[src/rtl/gray_run_ctrl_pkg.sv]
// Shared types and constants for the Gray-counter run controller and its step checker.
package gray_run_ctrl_pkg;

   localparam int GRAY_W_DEF = 3;
   localparam int STEP_W_DEF = 8;
   localparam int WRAP_W_DEF = 4;

   typedef enum logic [2:0] {
      IDLE  = 3'd0,
      CLEAR = 3'd1,
      RUN   = 3'd2,
      PAUSE = 3'd3,
      DONE  = 3'd4
   } run_state_e;

   function automatic logic is_busy_state(input run_state_e s);
      return (s == CLEAR) || (s == RUN) || (s == PAUSE);
   endfunction

   function automatic int unsigned popcount(input logic [31:0] v);
      int unsigned n;
      n = 0;
      for (int i = 0; i < 32; i++) begin
         n = n + 32'(v[i]);
      end
      return n;
   endfunction

endpackage

[src/rtl/gray_step_checker.sv]
// Watches the Gray counter after each registered advance and flags any step that
// changes more than one bit, or a first step that did not start from zero.
module gray_step_checker
   import gray_run_ctrl_pkg::*;
#(
   parameter int GRAY_W = GRAY_W_DEF
) (
   input  logic              Clk,
   input  logic              Reset,
   input  logic              Sample,
   input  logic              Clear,
   input  logic [GRAY_W-1:0] GrayIn,
   output logic              Error
);

   logic [GRAY_W-1:0] prev_q, prev_d;
   logic              first_q, first_d;
   logic              error_q, error_d;
   logic              step_ok;

   // The first compare of a run also proves the counter really cleared.
   always_comb begin
      step_ok = (popcount(32'(GrayIn ^ prev_q)) == 1);
      if (first_q && (prev_q != '0)) begin
         step_ok = 1'b0;
      end
      prev_d  = GrayIn;
      first_d = first_q;
      error_d = error_q;
      if (Clear) begin
         first_d = 1'b1;
         error_d = 1'b0;
      end else if (Sample) begin
         first_d = 1'b0;
         if (!step_ok) begin
            error_d = 1'b1;
         end
      end
   end

   always_ff @(posedge Clk or posedge Reset) begin
      if (Reset) begin
         prev_q  <= '0;
         first_q <= 1'b0;
         error_q <= 1'b0;
      end else begin
         prev_q  <= prev_d;
         first_q <= first_d;
         error_q <= error_d;
      end
   end

   assign Error = error_q;

endmodule

[src/rtl/gray_run_ctrl.sv]
// Run controller for the Gray counter: clears it, enables it for exactly Steps advances
// (honouring Hold/Abort), counts wraps. Define GRAY_RUN_CTRL_CHECK_EN to add the step checker.
module gray_run_ctrl
   import gray_run_ctrl_pkg::*;
#(
   parameter int GRAY_W = GRAY_W_DEF,
   parameter int STEP_W = STEP_W_DEF,
   parameter int WRAP_W = WRAP_W_DEF
) (
   input  logic              Clk,
   input  logic              Reset,
   input  logic              Start,
   input  logic [STEP_W-1:0] Steps,
   input  logic              Hold,
   input  logic              Abort,
   input  logic [GRAY_W-1:0] GrayIn,
   input  logic              OverflowIn,
   output logic              CntClr,
   output logic              CntEn,
   output logic              Busy,
   output logic              Done,
   output logic [WRAP_W-1:0] WrapCount,
   output logic              Error
);

   run_state_e        state_q, state_d;
   logic [STEP_W-1:0] remaining_q, remaining_d;
   logic [WRAP_W-1:0] wrap_q, wrap_d;
   logic              cnt_clr_q, cnt_clr_d;
   logic              cnt_en_q, cnt_en_d;
   logic              busy_q, busy_d;
   logic              done_q, done_d;
   logic              en_dly_q, en_dly_d;
   logic              start_acc;

   // Next-state logic; Abort outranks every other transition out of a busy state.
   always_comb begin
      state_d     = state_q;
      remaining_d = remaining_q;
      start_acc   = 1'b0;
      unique case (state_q)
         IDLE: begin
            if (Start) begin
               start_acc   = 1'b1;
               remaining_d = Steps;
               state_d     = CLEAR;
            end
         end
         CLEAR: begin
            if (Abort) begin
               state_d = IDLE;
            end else if (remaining_q == '0) begin
               state_d = DONE;
            end else if (Hold) begin
               state_d = PAUSE;
            end else begin
               state_d = RUN;
            end
         end
         RUN: begin
            remaining_d = remaining_q - 1'b1;
            if (Abort) begin
               state_d = IDLE;
            end else if (remaining_q == STEP_W'(1)) begin
               state_d = DONE;
            end else if (Hold) begin
               state_d = PAUSE;
            end
         end
         PAUSE: begin
            if (Abort) begin
               state_d = IDLE;
            end else if (!Hold) begin
               state_d = RUN;
            end
         end
         DONE: begin
            state_d = IDLE;
         end
         default: begin
            state_d = IDLE;
         end
      endcase
   end

   // Overflow is only trusted when the counter was actually enabled on the edge that raised it.
   always_comb begin
      wrap_d = wrap_q;
      if (start_acc) begin
         wrap_d = '0;
      end else if (OverflowIn && en_dly_q && (wrap_q != '1)) begin
         wrap_d = wrap_q + 1'b1;
      end
   end

   always_comb begin
      cnt_clr_d = (state_d == CLEAR);
      cnt_en_d  = (state_d == RUN);
      busy_d    = is_busy_state(state_d);
      done_d    = (state_d == DONE);
      en_dly_d  = cnt_en_q;
   end

   always_ff @(posedge Clk or posedge Reset) begin
      if (Reset) begin
         state_q     <= IDLE;
         remaining_q <= '0;
         wrap_q      <= '0;
         cnt_clr_q   <= 1'b0;
         cnt_en_q    <= 1'b0;
         busy_q      <= 1'b0;
         done_q      <= 1'b0;
         en_dly_q    <= 1'b0;
      end else begin
         state_q     <= state_d;
         remaining_q <= remaining_d;
         wrap_q      <= wrap_d;
         cnt_clr_q   <= cnt_clr_d;
         cnt_en_q    <= cnt_en_d;
         busy_q      <= busy_d;
         done_q      <= done_d;
         en_dly_q    <= en_dly_d;
      end
   end

   assign CntClr    = cnt_clr_q;
   assign CntEn     = cnt_en_q;
   assign Busy      = busy_q;
   assign Done      = done_q;
   assign WrapCount = wrap_q;

`ifdef GRAY_RUN_CTRL_CHECK_EN
   gray_step_checker #(
      .GRAY_W (GRAY_W)
   ) u_checker (
      .Clk    (Clk),
      .Reset  (Reset),
      .Sample (en_dly_q),
      .Clear  (start_acc),
      .GrayIn (GrayIn),
      .Error  (Error)
   );
`else
   logic unused_gray;
   assign unused_gray = ^GrayIn;
   assign Error       = 1'b0;
`endif

endmodule

[config.mk]
export PLATFORM = sky130hd
export DESIGN_NAME = gray_run_ctrl
export DESIGN_NICKNAME = d
export VERILOG_FILES = /design/src/rtl/gray_run_ctrl_pkg.sv /design/src/rtl/gray_step_checker.sv /design/src/rtl/gray_run_ctrl.sv
export SDC_FILE = /design/constraint.sdc
export NUM_CORES = 1
export LEC_CHECK = 0
export CAP_MARGIN = 5
export CELL_PAD_IN_SITES_DETAIL_PLACEMENT = 2
export CELL_PAD_IN_SITES_GLOBAL_PLACEMENT = 2
export CORE_ASPECT_RATIO = 1.4
export CORE_MARGIN = 4
export CORE_UTILIZATION = 30
export CTS_CLUSTER_DIAMETER = 200
export DETAILED_ROUTE_END_ITERATION = 16
export PLACE_DENSITY_LB_ADDON = 0.2
export SYNTH_ARGS = -nofsm -noshare
export SYNTH_HDL_FRONTEND = slang
export SYNTH_SLANG_ARGS = --single-unit
[constraint.sdc]
create_clock -name Clk -period 1.8 [get_ports Clk]
set_clock_uncertainty 0.05 [all_clocks]
set_input_delay 0.36 -clock Clk [delete_from_list [all_inputs] [get_ports Clk]]
set_output_delay 0.36 -clock Clk [all_outputs]
set_load 0.03 [all_outputs]
After elaboration in Yosys (flattened, before gate mapping). Cells that the tools add are included.

Flip-flop bits (word level): 20. Output and inout bits: 9. Word-level logic and storage cells: 45. Input bits: 17.

Eq/ne operators: 10. Reduce and logical (&&, ||, !) cells: 9. Mux-type cells: 16. $add $sub $neg: 2.

Operator list (number): 3-bit 2-to-1 mux (8); 8-bit one-hot mux with 2 select lines (1); 3-bit by 2-bit equality test with 1-bit output, second input constant (4); 3-bit one-hot mux with 4 select lines (1); 8-bit by 1-bit equality test with 1-bit output, second input constant (1); 8-bit logical NOT (1); 4-bit 2-to-1 mux (2); 8-bit 2-to-1 mux (1); 8-bit by 1-bit subtractor with 8-bit output, second input constant (1); 3-bit by 1-bit equality test with 1-bit output, second input constant (2); 4-bit by 1-bit adder with 4-bit output, second input constant (1); 4-bit != test, second input constant (1); 2-bit nonzero test (2); 3-bit equality test, second input constant (1); 3-bit logical NOT (1); 1-bit 2-to-1 mux (3); 1-bit logical AND (2); 1-bit logical OR (2); 2-bit != test, second input constant (1); 2-bit AND reduction (1).

Logic depth before layout (Yosys ltp). Gate-level depths: netlist (run 1).

Word-level depth: 7. Depth in mapped cells: 6. Mapped depth without buffers: 6.

Worst setup path before layout (run 1). No wires, ideal clock.

Path type: register to register. From: reg wrap_q[0] (netlist: WrapCount[0]). To: reg wrap_q[3] (netlist: WrapCount[3]). Stages on the path, launching flop included: 6. Slack: 315 ps. Library setup time: 120 ps. Required time: 1630 ps. Buffers on the path: 0. Arrival: 1315 ps. Clock period less this slack: 1485 ps. Path through: dfrtp_1 > ha_1 > and3_1 > nor3_1 > xnor2_1 > nor2_1.

Cells in the longest elaborated chain, start to end: 3. Elaborated cells on any way between the ends: 6. Those cells by class: add/sub: 1; eq/ne: 1; mux: 2; reduce/logical: 2.

RTL lines: start: declaration (RTL line gray_run_ctrl.sv:28) `logic [WRAP_W-1:0] wrap_q, wrap_d;`; start signal: assignment (RTL line gray_run_ctrl.sv:117) `wrap_q <= wrap_d;`; 4-bit by 1-bit adder with 4-bit output / 4-bit != test (equally long branches) (RTL line gray_run_ctrl.sv:92, gray_run_ctrl.sv:91); 4-bit 2-to-1 mux / 1-bit logical AND (equally long branches) (RTL line gray_run_ctrl.sv:91) `end else if (OverflowIn && en_dly_q && (wrap_q != '1)) begin`; 4-bit 2-to-1 mux / 2-bit nonzero test (equally long branches).

Several ways; a longest one is shown, not always the timed one. The select of a mux whose other input is x is not followed. A chain may end at the register's enable or synchronous reset.

Worst setup path in the final report (run 1).
From: reg cnt_en_q (netlist: CntEn). To: out CntEn.

RTL lines: start: declaration (RTL line gray_run_ctrl.sv:30) `logic cnt_en_q, cnt_en_d;`; start signal: assignment (RTL line gray_run_ctrl.sv:119) `cnt_en_q <= cnt_en_d;`; end: declaration (RTL line gray_run_ctrl.sv:19) `output logic CntEn,`.

No word-level cell between the ends.

==> summary.md, run 1 <==
| Metric | Value |
|---|---|
| Post-Syn Instances | 125 |
| TritonRoute pass-1 iters | 3 |
| Die Y | 81.7 µm |
| Hold wc startpoint | CntEn |
| Vias per inst | 5.41 |
| Final setup fails | 0 |
| Area after DPL | 1420 µm² |
| Root buffer cell | clkbuf_8 |
| CP required | 1.39 ns |
| CP max FO | 2 |
| Ranking of synthesized cells by area | dfrtp_1, a21oi_1, ha_1 |
| Fill cells | 430 |
| Hold_buf cts | 0 |
| FF-to-FF Start | remaining_q[1] |
| P_leak | 0.678 nW |
| Crit path buf inv count | 1 |
| Via count | 1028 |
| Cts bufs inserted | 3 |
| Clock Power Share | 15.7% |
| CP Launch Point | CntEn |
| Largest area contributor in the netlist | dfrtp_1 |
| Fin. max-slew vios | 0 |
| Worst VDD drop | 0.000552 V |
| Dpl cells | 187 |
| First-pass GRT wire length | 5770 µm |
| Detailed Place HPWL | 2480 µm |
| Setup bufs post-CTS | 0 |
| Instance count on the critical path | 1 |
| Post-Syn Area | 1160 µm² |
| Largest net degree at the start of global routing | 21 |
| Sequential power share | 43.7% |
| CTS tree | built |
| DRC | 0 |
| Critical-path cell list | clkdlybuf4s50_1 |
| Total gr overflow | 0 |
| Yosys warns | 0 |
| Synth Register Bits | 20 |
| Period utilization | 92.9% |
| Number of nets with antenna violations after routing | 0 |
| Status | finished, final reports clean |
| Nets | 171 |
| Hold/Removal Path Class | reg2reg |
| Cell Pwr Density | 1280 nW/µm² |
| Layout cell share with drive strength beyond 1 | 13.5% |
| IO Pins | 26 |
| Capturing point of the worst reg2reg path | remaining_q[6] |
| Sequential fraction of the synthesis area | 43.1% |
| CP Capture Type | primary output |
| Setup tns final | 0 ns |
| CTS Sinks | 20 |
| Critical Path AT | 1.26 ns |
| Endpoints failing hold | 0 |
| Vias in the first global route | 1156 |
| Avg Cell Area, Syn | 9.30 µm² |
| Port Buffer Count | 21 |
| Clock Pin Slew Worst Setup and Hold Paths | 0.08 ns |
| WL/cell | 17.6 µm |
| Max frequency | 598 MHz |
| RSZ-0062 raised after global routing | no |
| Synth top area share | 43.1% |
| Gate power share | 40.6% |
| Slowest CP cell | clkdlybuf4s50_1 |
| # diodes | 0 |
| All-Layer GR Usage | 15.5% |
| Starting DRT DRC Count | 21 |
| Die Wd | 60.6 µm |
| Area delta synth->final | 27.7% |
| Max Cap Viol | 0 |
| GP Congestion | 0.780 |
| Fin area | 1480 µm² |
| Clk Latency, worst-skew pair | 0.25 ns |
| Synth Net Count | 146 |
| Critical Setup Path Class | reg2out |
| Reg-to-reg slack, setup | 0.16 ns |
| Depth of the most critical reg-to-reg path | 6 |
| Post-route non-filler standard cell count | 190 |
| Tmin final | 1.67 ns |
| Nature of the critical path startpoint | flip-flop |
| Largest stage delay on the critical path | 0.66 ns |
| Yosys cell types | 38 |
| Core Rows | 26 |
| Internal | 1.09 mW |
| Worst-case clock buffer depth | 2 |
| Starting Density | 31.3% |
| Core Box Area | 3710 µm² |
| Switching Fraction | 42.4% |
| Setup crit end | CntEn |
| Antenna violations before repair | 0 |
| H-Tree Depth | 1 |
| Switching pwr | 0.805 mW |
| Kind of cell adding the most delay to the critical path | buffers and inverters |
| Final WL | 3340 µm |
| Die area | 4950 µm² |
[metrics by stage]
| stage | power, mW | setup slack, ns | utilization [%] | hold slack [ns] |
|---|---|---|---|---|
| after detailed placement | 1.60 | 0.0697 | 38.3 | 0.313 |
| after CTS | 1.92 | 0.0148 | 39.4 | 0.333 |
| after floorplan | 1.31 | 0.315 | - | 0.274 |
| final | 1.90 | 0.129 | 40.0 | 0.327 |
| after global routing | 2.06 | 0.0258 | 40.0 | 0.344 |
| after global placement | 1.55 | 0.121 | 38.3 | 0.309 |
[cell usage in the layout, fill, tap and decap left out, types with 2 or more instances in the layout]
master	count
clkdlybuf4s50_1	17
mux2i_1	3
a21oi_1	11
xnor2_1	2
inv_1	7
nor3b_2	2
nor3_2	2
o21ai_0	5
nor3_1	2
nand2_1	9
ha_1	3
o221a_2	2
dfrtp_1	20
nand3_1	8
o22ai_1	5
nand3b_1	3
a211oi_1	2
clkbuf_8	3
o21ai_1	2
buf_4	5
nor2_1	12
dlymetal6s2s_1	3
[cell type report]
cell class	count	area, µm²	area share [%]
inverters	7	26.3	1.77
multi-input cells	92	609	41.1
repair buffers	26	254	17.1
flip-flops and latches	20	500	33.7
well taps	42	52.6	3.54
clock buffers	3	41.3	2.78
[power groups by stage]
stage,sequential (mW),combinational [mW],clock (mW)
5_1_grt,0.866,0.860,0.333
2_1_floorplan,0.795,0.519,0
4_1_cts,0.819,0.780,0.318
3_3_place_gp,0.810,0.742,0
6_report,0.829,0.772,0.298
3_5_place_dp,0.825,0.772,0
[worst min path at each step]
| stage | end | slack [ns] | cells past startpoint |
|---|---|---|---|
| after floorplan | Busy | 0.27 | 1 |
| after global placement | en_dly_q | 0.31 | 0 |
| after detailed placement | en_dly_q | 0.31 | 0 |
| after CTS | en_dly_q | 0.33 | 0 |
| after global routing | en_dly_q | 0.34 | 0 |
| final | en_dly_q | 0.33 | 0 |
[synthesized netlist by cell type, drive strengths merged]
cell type and count:
o21ai 8, ha 4, mux2i 3, nor4b 1, nand3 8, a21oi 11
xnor2 2, a31oi 1, or3b 1, and3 2, nand4b 1, dfrtp 20
nand2 9, buf 6, a21boi 1, inv 7, a22oi 1, o221a 2
a211oi 2, nor3 4, o22ai 5, o21a 1, nand4 1, nor2 13
nor3b 3, nand3b 4, o31ai 1, conb 1, or3 1, o211ai 1
[cells by family (layout without fill, tap and decap cells)]
logic type | after synthesis | after routing | share of synthesized area [%]
XOR/XNOR | 2 | 2 | 1.51
AND/OR/NAND/NOR | 48 | 48 | 24.5
other | 1 | 1 | 0.323
AO/OA/AOI/OAI | 34 | 34 | 17.9
adder cells (fa/ha/maj) | 4 | 4 | 4.31
multiplexers | 3 | 3 | 2.58
buffers and inverters | 13 | 36 | 5.81
flip-flops | 20 | 20 | 43.1
[layer usage]
layer | up-vias | share of wire, % | wire length [µm] | GRT usage (%)
met2 | 11 | 58 | 1930 | 29.6
met1 | 523 | 39 | 1300 | 17.4
li1 | 492 | - | - | -
met4 | 0 | 0.63 | 21 | 4.56
met3 | 2 | 2.4 | 80 | 1.57
met5 | - | 0 | 0 | 0
[repair_timing]
action                                  in CTS  in global routing
resized for setup                            1                  6
gates cloned                                 0                  0
endpoints found under the setup margin       1                  7
[sequential cells by signal, indices dropped and copies added (netlist names)]
register and cells:
en_dly_q 1, CntEn 1, Busy 1, remaining_q 8, CntClr 1, WrapCount 4
Done 1, state_q 3
No activity file was read; power rests on OpenSTA's default activity.
==> inputs of run 2 (changes only) <==
Settings changed: GPL_ROUTABILITY_DRIVEN set to 0.
==> results of run 2 <==
No change in the layout: final DEF, timing and power equal those of run 1.
==> inputs of run 3 (changes only) <==
Settings changed: CAP_MARGIN 5 to 10.
==> results of run 3 <==
No change in the layout: final DEF, timing and power equal those of run 1.
